## config.mk

```make
export PLATFORM = sky130hd
export DESIGN_NAME = uart_tx
export DESIGN_NICKNAME = d
export VERILOG_FILES = /design/src/rtl/uart_pkg.sv /design/src/rtl/baud_timer.sv /design/src/rtl/uart_tx.sv
export SDC_FILE = /design/constraint.sdc
export NUM_CORES = 1
export LEC_CHECK = 0
export CAP_MARGIN = 25
export CELL_PAD_IN_SITES_DETAIL_PLACEMENT = 1
export CELL_PAD_IN_SITES_GLOBAL_PLACEMENT = 2
export CORE_UTILIZATION = 40
export CTS_CLUSTER_DIAMETER = 80
export DETAILED_ROUTE_END_ITERATION = 6
export PLACE_DENSITY_LB_ADDON = 0.2
export SLEW_MARGIN = 20
export SYNTH_ARGS = -nofsm -noshare
export SYNTH_HDL_FRONTEND = slang
export SYNTH_SLANG_ARGS = --single-unit
export TNS_END_PERCENT = 50
```

## constraint.sdc

```tcl
create_clock -name clk -period 5.41 [get_ports clk]
set_input_delay 1.623 -clock clk [delete_from_list [all_inputs] [get_ports clk]]
set_output_delay 1.623 -clock clk [all_outputs]
set_load 0.01 [all_outputs]
```

## src/rtl/uart_pkg.sv

```systemverilog
// -----------------------------------------------------------------------------
// uart_pkg
// Shared definitions for the UART transmit/receive pair: the frame state
// encoding, frame geometry constants and the baud divisor helper.
// -----------------------------------------------------------------------------
package uart_pkg;

  typedef enum logic [2:0] {
    IDLE,
    START,
    DATA,
    PARITY,
    STOP,
    ACK
  } uart_state_e;

  localparam int DATA_BITS  = 8;
  localparam int FRAME_BITS = 11;

  // Clock cycles per serial bit (integer divide, remainder discarded).
  function automatic int baud_cycles(input int clk_frequency, input int baud_rate);
    return clk_frequency / baud_rate;
  endfunction

endpackage

```

## src/rtl/baud_timer.sv

```systemverilog
// -----------------------------------------------------------------------------
// baud_timer
// Free-running bit-period counter. Counts 0..BAUD_CYCLES-1 and wraps.
//   clk  : system clock
//   rst  : asynchronous active-high reset, counter to 0
//   clr  : hold the counter at 0 (used while no bit is being timed)
//   done : high on the last cycle of a bit period
// -----------------------------------------------------------------------------
module baud_timer #(
  parameter int BAUD_CYCLES = 5208
) (
  input  logic clk,
  input  logic rst,
  input  logic clr,
  output logic done
);

  localparam int TW = (BAUD_CYCLES > 1) ? $clog2(BAUD_CYCLES) : 1;
  localparam logic [TW-1:0] LAST = TW'(BAUD_CYCLES - 1);

  logic [TW-1:0] cnt_q;
  logic [TW-1:0] cnt_d;

  always_comb begin
    cnt_d = cnt_q + 1'b1;
    if (clr || (cnt_q == LAST)) begin
      cnt_d = '0;
    end
  end

  always_ff @(posedge clk or posedge rst) begin
    if (rst) begin
      cnt_q <= '0;
    end else begin
      cnt_q <= cnt_d;
    end
  end

  assign done = (cnt_q == LAST) && !clr;

endmodule

```

## src/rtl/uart_tx.sv

```systemverilog
// -----------------------------------------------------------------------------
// uart_tx
// UART transmitter: one byte per Send/Sent four-phase handshake, sent as
// start(0), 8 data bits LSB first, parity, stop(1). Each bit lasts
// CLK_FREQUENCY/BAUD_RATE clocks.
//   clk  : system clock
//   rst  : asynchronous active-high reset
//   Send : request, held high until Sent is seen
//   Din  : byte to send, sampled on the accept cycle only
//   Sent : frame complete, held high until Send drops
//   Sout : serial line (registered, idles high)
//   Busy : high from the accept cycle through the end of the stop bit
// -----------------------------------------------------------------------------
module uart_tx
  import uart_pkg::*;
#(
  parameter int CLK_FREQUENCY = 100_000_000,
  parameter int BAUD_RATE     = 19_200,
  parameter int PARITY_ODD    = 1
) (
  input  logic       clk,
  input  logic       rst,
  input  logic       Send,
  input  logic [7:0] Din,
  output logic       Sent,
  output logic       Sout,
  output logic       Busy
);

  localparam int BAUD_CYCLES = baud_cycles(CLK_FREQUENCY, BAUD_RATE);

  uart_state_e state_q, state_d;
  logic [2:0]  idx_q, idx_d;
  logic        sout_q, sout_d;
  logic        sent_q, sent_d;
  logic        busy_q, busy_d;
  logic [7:0]  shift_q;
  logic        par_q;
  logic        accept;
  logic        shift_en;
  logic        bit_done;
  logic        timer_clr;

  // The timer only runs while a bit is on the line, so it starts every
  // frame from 0 on the first start-bit cycle.
  assign timer_clr = (state_q == IDLE) || (state_q == ACK);

  baud_timer #(
    .BAUD_CYCLES(BAUD_CYCLES)
  ) u_baud_timer (
    .clk  (clk),
    .rst  (rst),
    .clr  (timer_clr),
    .done (bit_done)
  );

  always_comb begin
    state_d  = state_q;
    idx_d    = idx_q;
    sout_d   = sout_q;
    sent_d   = sent_q;
    busy_d   = busy_q;
    accept   = 1'b0;
    shift_en = 1'b0;
    case (state_q)
      IDLE: begin
        if (Send) begin
          accept  = 1'b1;
          state_d = START;
          sout_d  = 1'b0;
          busy_d  = 1'b1;
          idx_d   = 3'd0;
        end
      end
      START: begin
        if (bit_done) begin
          state_d = DATA;
          sout_d  = shift_q[0];
        end
      end
      DATA: begin
        if (bit_done) begin
          if (idx_q == 3'd7) begin
            state_d = PARITY;
            sout_d  = par_q;
          end else begin
            // shift_q[0] is the bit now on the line; the next one sits above it.
            shift_en = 1'b1;
            idx_d    = idx_q + 3'd1;
            sout_d   = shift_q[1];
          end
        end
      end
      PARITY: begin
        if (bit_done) begin
          state_d = STOP;
          sout_d  = 1'b1;
        end
      end
      STOP: begin
        if (bit_done) begin
          state_d = ACK;
          sent_d  = 1'b1;
          busy_d  = 1'b0;
          sout_d  = 1'b1;
        end
      end
      ACK: begin
        if (!Send) begin
          state_d = IDLE;
          sent_d  = 1'b0;
        end
      end
      default: begin
        state_d = IDLE;
        sout_d  = 1'b1;
        sent_d  = 1'b0;
        busy_d  = 1'b0;
      end
    endcase
  end

  always_ff @(posedge clk or posedge rst) begin
    if (rst) begin
      state_q <= IDLE;
      idx_q   <= 3'd0;
      sout_q  <= 1'b1;
      sent_q  <= 1'b0;
      busy_q  <= 1'b0;
    end else begin
      state_q <= state_d;
      idx_q   <= idx_d;
      sout_q  <= sout_d;
      sent_q  <= sent_d;
      busy_q  <= busy_d;
    end
  end

  // Frame payload; only meaningful between accept and the parity bit.
  always_ff @(posedge clk) begin
    if (accept) begin
      shift_q <= Din;
      par_q   <= (PARITY_ODD != 0) ? ~^Din : ^Din;
    end else if (shift_en) begin
      shift_q <= {1'b0, shift_q[7:1]};
    end
  end

  assign Sout = sout_q;
  assign Sent = sent_q;
  assign Busy = busy_q;

endmodule
```

==> qor.csv <==
stage,metric,value,unit
pwr,pwr-share-seq,53.0,%
detailed_routing,drc_errors,0,
clocking,cts_tree,built,
timing,tightest_slew,0.851,ns
logic_synthesis,ys_types,40,
pwr,p_switching,177,uW
run,maxCapViolations,0,
clocking,cts_htree_levels,2,
pwr,power_density,311,nW/um^2
logic_synthesis,synth_nets,169,
timing,fin_crit,2.98,ns
timing,fin_crit_sh,55.0,%
timing,maxSlewViolCount,0,
pwr,ir_drop,0.000209,V
floorplanning,chipHeight,66.8,um
worst_setup_path,cp.required,5.44,ns
clocking,clock_latency,0.28,ns
logic_synthesis,yosys_warnings,0,
timing,hold_viol,0,
floorplanning,io_pins,14,
final_layout,areaGrowthSynthToFinish,15.8,%
worst_setup_path,critPathLaunch,Send,
logic_synthesis,post_synth.cell_area_avg,10.8,sq um
detailed_routing,routed_wl,3.31,mm
worst_setup_path,cp.buffers_inverters,2,
grt,grt_pass1_vias,1228,
worst_setup_path,crit_family,buffers and inverters,
pwr,p_int,428,uW
clocking,postCtsHoldBufs,0,
worst_setup_path,crit_fanout,12,
placement,gp_congestion,0.749,
floorplanning,start_util,41.7,%
final_layout,final_area,1950,sq um
min_path,hold_path_class,reg2reg,
detailed_routing,first_pass_iters,4,
grt,gr-total-overflow,0,
clocking,max-clock-path-buffers,2,
final_layout,fin_util,48.4,%
timing,finClkSkew,0.00624,ns
clocking,clk_pin_slew,0.07,ns
pwr,p_comb_share,18.3,%
logic_synthesis,seq_area_frac_synth,48.9,%
worst_setup_path,r2r-start,u_baud_timer.cnt_q[0]$_DFF_PP0_,
final_layout,num_antenna_cells,0,
worst_setup_path,cp_cell_sequence,clkdlybuf4s50_1 > nand2b_1 > nor3_1 > buf_4 > mux2_2,
logic_synthesis,synthCells,155,
clocking,post_cts_resized,0,
placement,io_buffers,13,
detailed_routing,viasPerCell,5.23,
worst_setup_path,crit_type,in2reg,
min_path,min_from,idx_q[0]$_DFFE_PP0P_,
clocking,root_buffer,clkbuf_8,
detailed_routing,wire_per_inst,14.9,um
logic_synthesis,synth_ff_type,dfrtp_1,
grt,track_usage,17.9,%
timing,relSlewSlack,43.2,%
final_layout,nets,186,
timing,rsz0062_at_grt,no,
detailed_routing,ant_nets,0,
timing,fmax,336,MHz
logic_synthesis,synth_area,1680,sq um
clocking,cts-buffers-inserted,5,
run_status,status,completed,
floorplanning,core-area,4030,sq um
logic_synthesis,async_flop_share,71.0,%
worst_setup_path,crit_path_end_kind,flip-flop,
pwr,p_sw_share,29.3,%
detailed_routing,route.vias.total,1166,
detailed_routing,drt_iter0_markers,55,
floorplanning,dieWidth,66.8,um
worst_setup_path,arrival,3.01,ns
clocking,clock_sinks,31,
logic_synthesis,synth.area.top_cells,"dfrtp_1 (31%), edfxtp_1 (16%), xnor2_1 (7.8%)",
floorplanning,die_area,4470,sq um
placement,place_area,1860,sq um
placement,hpwl,2.33,mm
worst_setup_path,slowest_delay,0.54,ns
floorplanning,rows,23,
logic_synthesis,synth_top_area_share,31.3,%
worst_setup_path,cp-start-kind,input pin,
pwr,p_clk_share,28.7,%
logic_synthesis,synth-edff-count,9,
timing,setup-tns-final,0,ns
grt,grt_pass1_wl,5.75,mm
clocking,post_cts_buffers,0,
final_layout,drive_above_1_share,16.2,%
worst_setup_path,critPathSlowestCell,clkdlybuf4s50_1,
logic_synthesis,synth_top_area_cell,dfrtp_1,
grt,antenna_found_initial,0,
grt,grt_max_degree,23,
timing,finalSetupViolations,0,
pwr,p_leak,0.751,nW
logic_synthesis,ys_seq_elements,31,
[sequential cells by signal, indices dropped and copies added (netlist names)]
name,cells
Busy,1
Sent,1
Sout,1
idx_q,3
par_q,1
shift_q,8
state_q,3
u_baud_timer.cnt_q,13
[area by class of cell]
| class | count | area [sq um] |
|---|---|---|
| clock inverters | 1 | 5.00 |
| clock buffers | 7 | 76.3 |
| multi-input cells | 114 | 818 |
| flip-flops and latches | 31 | 822 |
| fillers | 443 | 2080 |
| well taps | 50 | 62.6 |
| inverters | 5 | 18.8 |
| repair buffers | 15 | 145 |
[cells in the mapped netlist, types with 2 or more instances]
| cell type | count |
|---|---|
| nor3_1 | 4 |
| or2_2 | 2 |
| dfrtp_1 | 21 |
| xor2_1 | 3 |
| edfxtp_1 | 9 |
| a21oi_1 | 2 |
| inv_1 | 5 |
| nand2_1 | 6 |
| mux2_2 | 11 |
| nand4_1 | 2 |
| nand2b_1 | 4 |
| o21ai_0 | 6 |
| buf_2 | 3 |
| nor4_1 | 2 |
| mux2i_1 | 2 |
| nand3_1 | 7 |
| nor2_1 | 19 |
| ha_1 | 3 |
| nor2b_1 | 7 |
| xnor2_1 | 15 |
| and3_1 | 3 |
[cell families (layout without fill, tap and decap cells)]
family          after synthesis  after routing  synth area share [%]
fa+ha+maj                     3              3                  2.23
buf+inv                      10             28                  2.45
flops                        31             31                  48.9
compound gates               14             14                  5.13
mux                          13             13                  8.56
xor+xnor                     18             18                  9.38
simple gates                 66             66                  23.4
[power by group through the flow]
| stage | registers (mW) | logic [mW] | clock network, mW |
|---|---|---|---|
| after floorplan | 0.315 | 0.0764 | 0 |
| after global placement | 0.321 | 0.110 | 0 |
| after detailed placement | 0.324 | 0.113 | 0 |
| after CTS | 0.320 | 0.114 | 0.179 |
| after global routing | 0.327 | 0.130 | 0.189 |
| final | 0.321 | 0.111 | 0.174 |
[placed cells by master (no fill, tap or decap), types with 2 or more instances in the layout]
master,n
edfxtp_1,9
inv_1,5
ha_1,3
nor2_1,19
a21oi_1,2
xor2_1,3
o21ai_0,5
or2_2,2
nand2_1,6
nor4_1,2
dfrtp_1,21
nor3_1,4
clkbuf_1,2
mux2i_1,2
mux2_2,11
xnor2_1,15
nand4_1,2
and3_1,3
nor2b_1,7
buf_4,2
nand3_1,7
nand2b_1,4
clkbuf_8,5
clkdlybuf4s50_1,13
[through the flow]
stage                     hold WS [ns]  instances  setup WS (ns)  total power, mW
after floorplan                  0.456        155           2.69            0.391
after global placement           0.475        214           2.21            0.431
after detailed placement         0.490        214           2.15            0.437
after CTS                        0.499        222           2.44            0.613
after global routing             0.527        223           2.37            0.645
final                            0.503        223           2.43            0.606
[per-layer routing]
layer / GRT usage, % / part of all wire (%)
met1: 23.9 / 51
met2: 26.5 / 45
met3: 5.65 / 3.0
met4: 7.18 / 1.5
met5: 0 / 0
[path summary, 6_finish.rpt]
path	to	slack, ns	cells past startpoint
setup / recovery	shift_q[3]$_DFFE_PP_	2.43	5
hold / removal	idx_q[0]$_DFFE_PP0P_	0.50	1
setup reg to reg	shift_q[0]$_DFFE_PP_	3.30	5
hold reg to reg	idx_q[0]$_DFFE_PP0P_	0.50	1
max in group asynchronous	Sent$_DFFE_PP0P_	3.06	2
min in group asynchronous	u_baud_timer.cnt_q[3]$_DFF_PP0_	1.82	2
Power figures use the tool's default switching activity.
